===== src/rtl/wakeup_qualifier.sv =====
// wakeup_qualifier: synchronises the comparator output, matches an N-pulse
// signature (width window, bounded gaps) and drives a held wake_up level.
// In : clki, rst (sync, active high), comp_in (async), enable,
//      min_width, max_width, max_gap [W_W], n_pulses [8]
// Out: wake_up, busy, pulse_cnt [8], wu_total [16]
// Option: define WU_GLITCH_FILTER_EN for a 3-tap majority spike filter.
module wakeup_qualifier #(
    parameter int HOLD_CYCLES = 4,
    parameter int LOCKOUT     = 100000,
    parameter int W_W         = 16
) (
    input  logic           clki,
    input  logic           rst,
    input  logic           comp_in,
    input  logic           enable,
    input  logic [W_W-1:0] min_width,
    input  logic [W_W-1:0] max_width,
    input  logic [W_W-1:0] max_gap,
    input  logic [7:0]     n_pulses,
    output logic           wake_up,
    output logic           busy,
    output logic [7:0]     pulse_cnt,
    output logic [15:0]    wu_total
);
    localparam int HW = $clog2(HOLD_CYCLES + 1);
    localparam int LW = $clog2(LOCKOUT + 1);
    localparam logic [HW-1:0]  HOLD_LAST = HW'(HOLD_CYCLES - 1);
    localparam logic [LW-1:0]  LOCK_LAST = LW'(LOCKOUT - 1);
    localparam logic [HW-1:0]  H_ONE     = HW'(1);
    localparam logic [LW-1:0]  L_ONE     = LW'(1);
    localparam logic [W_W-1:0] W_ONE     = W_W'(1);
    localparam logic [W_W-1:0] W_SAT     = '1;

    typedef enum logic [2:0] {
        S_IDLE,
        S_HIGH,
        S_GAP,
        S_WAIT_LOW,
        S_FIRE,
        S_LOCK
    } state_t;

    state_t         state;
    state_t         state_nxt;
    logic           s1;
    logic           s2;
    logic           s3;
    logic           lvl;
    logic           lvl_d;
    logic           rise;
    logic           fall;
    logic           width_ok;
    logic           fire_entry;
    logic [W_W-1:0] width_cnt;
    logic [W_W-1:0] width_nxt;
    logic [W_W-1:0] gap_cnt;
    logic [W_W-1:0] gap_nxt;
    logic [HW-1:0]  hold_cnt;
    logic [HW-1:0]  hold_nxt;
    logic [LW-1:0]  lock_cnt;
    logic [LW-1:0]  lock_nxt;
    logic [7:0]     pc_nxt;
    logic [7:0]     need;
    logic [8:0]     pc_inc;

    always_ff @(posedge clki) begin
        if (rst) begin
            s1 <= 1'b0;
            s2 <= 1'b0;
            s3 <= 1'b0;
        end else begin
            s1 <= comp_in;
            s2 <= s1;
            s3 <= s2;
        end
    end

`ifdef WU_GLITCH_FILTER_EN
    logic s4;
    logic lvl_q;

    always_ff @(posedge clki) begin
        if (rst) begin
            s4    <= 1'b0;
            lvl_q <= 1'b0;
        end else begin
            s4    <= s3;
            lvl_q <= lvl;
        end
    end

    // Two of three consecutive samples must agree, so a lone
    // one-cycle spike never reaches the edge detector.
    assign lvl   = (s2 & s3) | (s2 & s4) | (s3 & s4);
    assign lvl_d = lvl_q;
`else
    assign lvl   = s2;
    assign lvl_d = s3;
`endif

    assign rise     = lvl & ~lvl_d;
    assign fall     = ~lvl & lvl_d;
    assign need     = (n_pulses == 8'd0) ? 8'd1 : n_pulses;
    assign pc_inc   = {1'b0, pulse_cnt} + 9'd1;
    assign width_ok = (width_cnt >= min_width) &&
                      (width_cnt <= max_width);

    always_comb begin
        state_nxt = state;
        width_nxt = width_cnt;
        gap_nxt   = gap_cnt;
        hold_nxt  = hold_cnt;
        lock_nxt  = lock_cnt;
        pc_nxt    = pulse_cnt;
        if (!enable) begin
            state_nxt = S_IDLE;
            width_nxt = '0;
            gap_nxt   = '0;
            hold_nxt  = '0;
            lock_nxt  = '0;
            pc_nxt    = '0;
        end else begin
            unique case (state)
                S_IDLE: begin
                    if (rise) begin
                        state_nxt = S_HIGH;
                        width_nxt = W_ONE;
                    end
                end
                S_HIGH: begin
                    // Thresholds use the count before this cycle.
                    if (fall) begin
                        if (!width_ok) begin
                            state_nxt = S_IDLE;
                            pc_nxt    = '0;
                        end else if (pc_inc >= {1'b0, need}) begin
                            state_nxt = S_FIRE;
                            pc_nxt    = '0;
                            hold_nxt  = '0;
                        end else begin
                            state_nxt = S_GAP;
                            pc_nxt    = pc_inc[7:0];
                            gap_nxt   = W_ONE;
                        end
                    end else if (width_cnt > max_width) begin
                        state_nxt = S_WAIT_LOW;
                        pc_nxt    = '0;
                    end else if (width_cnt != W_SAT) begin
                        width_nxt = width_cnt + W_ONE;
                    end
                end
                S_GAP: begin
                    // Timeout wins over a rise on the same cycle.
                    if (gap_cnt > max_gap) begin
                        state_nxt = S_IDLE;
                        pc_nxt    = '0;
                    end else if (rise) begin
                        state_nxt = S_HIGH;
                        width_nxt = W_ONE;
                    end else if (gap_cnt != W_SAT) begin
                        gap_nxt = gap_cnt + W_ONE;
                    end
                end
                S_WAIT_LOW: begin
                    if (!lvl) state_nxt = S_IDLE;
                end
                S_FIRE: begin
                    if (hold_cnt >= HOLD_LAST) begin
                        state_nxt = S_LOCK;
                        lock_nxt  = '0;
                    end else begin
                        hold_nxt = hold_cnt + H_ONE;
                    end
                end
                S_LOCK: begin
                    // A level still high on exit gives no rise.
                    if (lock_cnt >= LOCK_LAST) begin
                        state_nxt = S_IDLE;
                    end else begin
                        lock_nxt = lock_cnt + L_ONE;
                    end
                end
                default: state_nxt = S_IDLE;
            endcase
        end
    end

    assign fire_entry = (state_nxt == S_FIRE) && (state != S_FIRE);

    always_ff @(posedge clki) begin
        if (rst) begin
            state     <= S_IDLE;
            width_cnt <= '0;
            gap_cnt   <= '0;
            hold_cnt  <= '0;
            lock_cnt  <= '0;
            pulse_cnt <= '0;
            wake_up   <= 1'b0;
            wu_total  <= '0;
        end else begin
            state     <= state_nxt;
            width_cnt <= width_nxt;
            gap_cnt   <= gap_nxt;
            hold_cnt  <= hold_nxt;
            lock_cnt  <= lock_nxt;
            pulse_cnt <= pc_nxt;
            wake_up   <= (state_nxt == S_FIRE);
            if (fire_entry && (wu_total != 16'hFFFF)) begin
                wu_total <= wu_total + 16'd1;
            end
        end
    end

    assign busy = (state != S_IDLE);

endmodule


===== config.mk =====
export PLATFORM = sky130hd
export DESIGN_NAME = wakeup_qualifier
export DESIGN_NICKNAME = d
export VERILOG_FILES = /design/src/rtl/wakeup_qualifier.sv
export SDC_FILE = /design/constraint.sdc
export NUM_CORES = 1
export LEC_CHECK = 0
export CAP_MARGIN = 5
export CORE_MARGIN = 2
export CORE_UTILIZATION = 48
export CTS_CLUSTER_SIZE = 16
export DETAILED_ROUTE_END_ITERATION = 6
export GPL_ROUTABILITY_DRIVEN = 0
export PLACE_DENSITY = 0.74
export SYNTH_ARGS = -nofsm -noshare
export SYNTH_HDL_FRONTEND = slang
export SYNTH_SLANG_ARGS = --single-unit

===== constraint.sdc =====
create_clock -name clki -period 3.7 [get_ports clki]
set_clock_uncertainty 0.1 [all_clocks]
set_input_delay 0.74 -clock clki [delete_from_list [all_inputs] [get_ports clki]]
set_output_delay 0.74 -clock clki [all_outputs]
set_load 0.02 [all_outputs]

==> metrics.yaml <==
slew_headroom_pct: 34.6
dieWidth_um: 112
slew_violations: 0
cts_buffer_depth: 2
worstSkewPairLatency_ns: 0.33
antenna_found_initial: 0
rsz0062_at_grt: "true"
hold_start: "s1$_SDFF_PP0_"
path_max_fanout: 12
synth_fp_nets: 824
dr.pass1.iters: 5
core.rowCount: 39
cpMostUsedCell: "nor4_2"
fin_crit_ns: 3.63
grt_first_pass_wirelength_um: 22700
via_count: 5314
viasPerCell: 5.51
synth_area_mm2: 0.00560
post-route-drc-count: 0
syn_inst: 701
p_leak_nw: 2.98
end_kind: "flip-flop"
grt_max_degree: 25
ys_types: 69
grt.total_usage_pct: 21.3
place_area_mm2: 0.00687
crit_slowest_cell: "clkdlybuf4s50_1"
outcome: "completed"
num_antenna_cells: 0
cts_root_buf: "clkbuf_16"
die_area_mm2: 0.0125
mostFrequentLayoutCell: "clkdlybuf4s50_1"
clk_pin_slew_ns: 0.06
dpl.hpwl_um: 10500
synth_edf_count: 0
syn2layout_area_growth_pct: 29.8
total_power_mw: 1.96
avgSynthCellArea_um2: 7.99
cp-startpoint: "n_pulses[6]"
setup_viol: 0
max_slew.worst_pin.slew_ns: 0.972
hold_viol_final: 0
cpPeakStageDelay_ns: 0.43
grt_pass1_vias: 5175
final_cell_mix: "85 x clkdlybuf4s50_1, 82 x dfxtp_1, 72 x nor2_1"
cts_sinks: 83
dieHeight_um: 112
design.core.area_mm2: 0.0114
seq_area_frac_synth_pct: 29.7
io_pins: 86
period_share_pct: 98.1
synth_seq_cells: 83
ant_nets: 0
drt_iter0_drc: 281
synthFlopType: "dfxtp_1"
yosysWarnings: 0
cts_tree: "done"
r2r_start: "pulse_cnt[1]$_SDFFE_PP0P_"
detail_route.wirelength_um: 13600
drive_gt1_share_pct: 10.9
fmax_ghz: 0.276
startpoint_type: "input port"
power_density_mw_per_mm2: 269
crit_chain: "clkdlybuf4s50_1 > nor4_2 > a41o_1 > ha_1 > nand2b_1 > a211oi_2 > o31ai_2 > or2_2 > o31a_1 > buf_12 > nor4_2 > xnor2_1 > nor2_1"
initial_core_util_pct: 49.0
wl_per_cell_um: 14.1
irDropWorstVdd_v: 0.000235
crit_type: "in2reg"
drv_cap: 0
final_cell_area_mm2: 0.00726
async_reset_ff_share_pct: 0
post-cts-setup-buffers: 0
io_buffers: 85
numCtsBuffers: 9
min_path_type: "reg2reg"
overflow: 0
cts_max_level: 3
required_ns: 3.82
finalNetCount: 940
crit_arrival_ns: 3.75
[kinds of logic (layout without fill, tap and decap cells)]
| family | Yosys count | count (layout) | share of synthesized area (%) |
|---|---|---|---|
| AOI/OAI and AO/OA | 127 | 127 | 14.8 |
| xor gates and xnor gates | 41 | 41 | 6.41 |
| adders and majority gates | 63 | 63 | 14.1 |
| buffers and inverters | 83 | 204 | 5.72 |
| DFF | 83 | 83 | 29.7 |
| muxes | 5 | 5 | 1.01 |
| and+or+nand+nor | 299 | 299 | 28.3 |
[synth_stat cells, drive strengths merged, types with 3 or more instances]
master	instances	area share [%]
xor2	19	3.0
or2	5	0.56
inv	67	4.5
nor3	14	1.3
and4	8	1.3
a21oi	49	4.4
o21bai	3	0.40
nor2b	8	0.89
nor2	74	5.1
o21ai	27	2.4
buf	8	0.69
nand4	20	2.3
ha	63	14
dfxtp	83	30
a211o	3	0.47
nor4	14	2.0
o211ai	3	0.40
clkbuf	8	0.54
o31ai	3	0.74
a211oi	6	0.89
or3	19	2.1
mux2i	3	0.54
xnor2	22	3.4
nand3	35	3.2
a21o	6	0.80
a31oi	3	0.45
and3	22	2.5
o21a	3	0.42
nand2	54	3.6
and2	6	0.67
nor3b	3	0.49
nand2b	12	1.3
[registers in the layout, indices dropped and copies added, names as in the netlist]
| register | flops |
|---|---|
| lvl_d | 1 |
| lock_cnt | 17 |
| hold_cnt | 3 |
| s1 | 1 |
| width_cnt | 16 |
| state | 3 |
| wake_up | 1 |
| pulse_cnt | 8 |
| gap_cnt | 16 |
| lvl | 1 |
| wu_total | 16 |
[path summary, 6_finish.rpt]
kind,endpoint,slack (ns),depth (start not counted)
hold / removal,lvl$_SDFF_PP0_,0.35,1
hold reg to reg,lvl$_SDFF_PP0_,0.35,1
setup reg to reg,gap_cnt[13]$_SDFFE_PP0P_,0.17,14
setup / recovery,gap_cnt[13]$_SDFFE_PP0P_,0.07,13
[through the flow]
stage	setup WS, ns	cells	hold WS [ns]	setup TNS (ns)	util, %
finish	0.0715	965	0.350	0	63.6
detailed placement	-0.326	949	0.348	-7.96	60.1
floorplan	0.159	701	0.314	0	-
CTS	0.0176	965	0.362	0	62.7
global placement	-0.251	949	0.351	-4.56	60.1
global route	-0.0513	965	0.374	-0.0939	63.6
[per-layer routing]
layer,vias to the layer above,global-route usage (%),wire length [um]
met5,-,0,0
met4,0,4.72,129
met3,14,3.92,598
met2,119,38.9,6710
met1,2475,26.0,6150
li1,2706,-,-
[critical path, delay by kind of cell]
family          cells  cell delay (ns)
simple gates        5             1.12
fa+ha+maj           1             0.21
buf+inv             2             0.60
compound gates      4             0.91
xor+xnor            1             0.16
[repair_timing]
item	CTS	global route
endpoints found under the setup margin	0	31
resized for setup	0	18
hold buffers	0	0
[cell type report]
type / count / area [um2]
clock inverters: 4 / 50.0
clock buffers: 12 / 246
well taps: 143 / 179
flip-flops and latches: 83 / 1660
fillers: 961 / 4150
multi-input cells: 535 / 3720
inverters: 67 / 251
repair buffers: 121 / 1160
[power by group]
part / switching, mW / total [mW] / internal [mW]
logic: 0.0751 / 0.175 / 0.0999
clock network: 0.342 / 0.883 / 0.540
registers: 0.00302 / 0.899 / 0.896
total: 0.420 / 1.96 / 1.54
(Power assumes the default switching activity.)
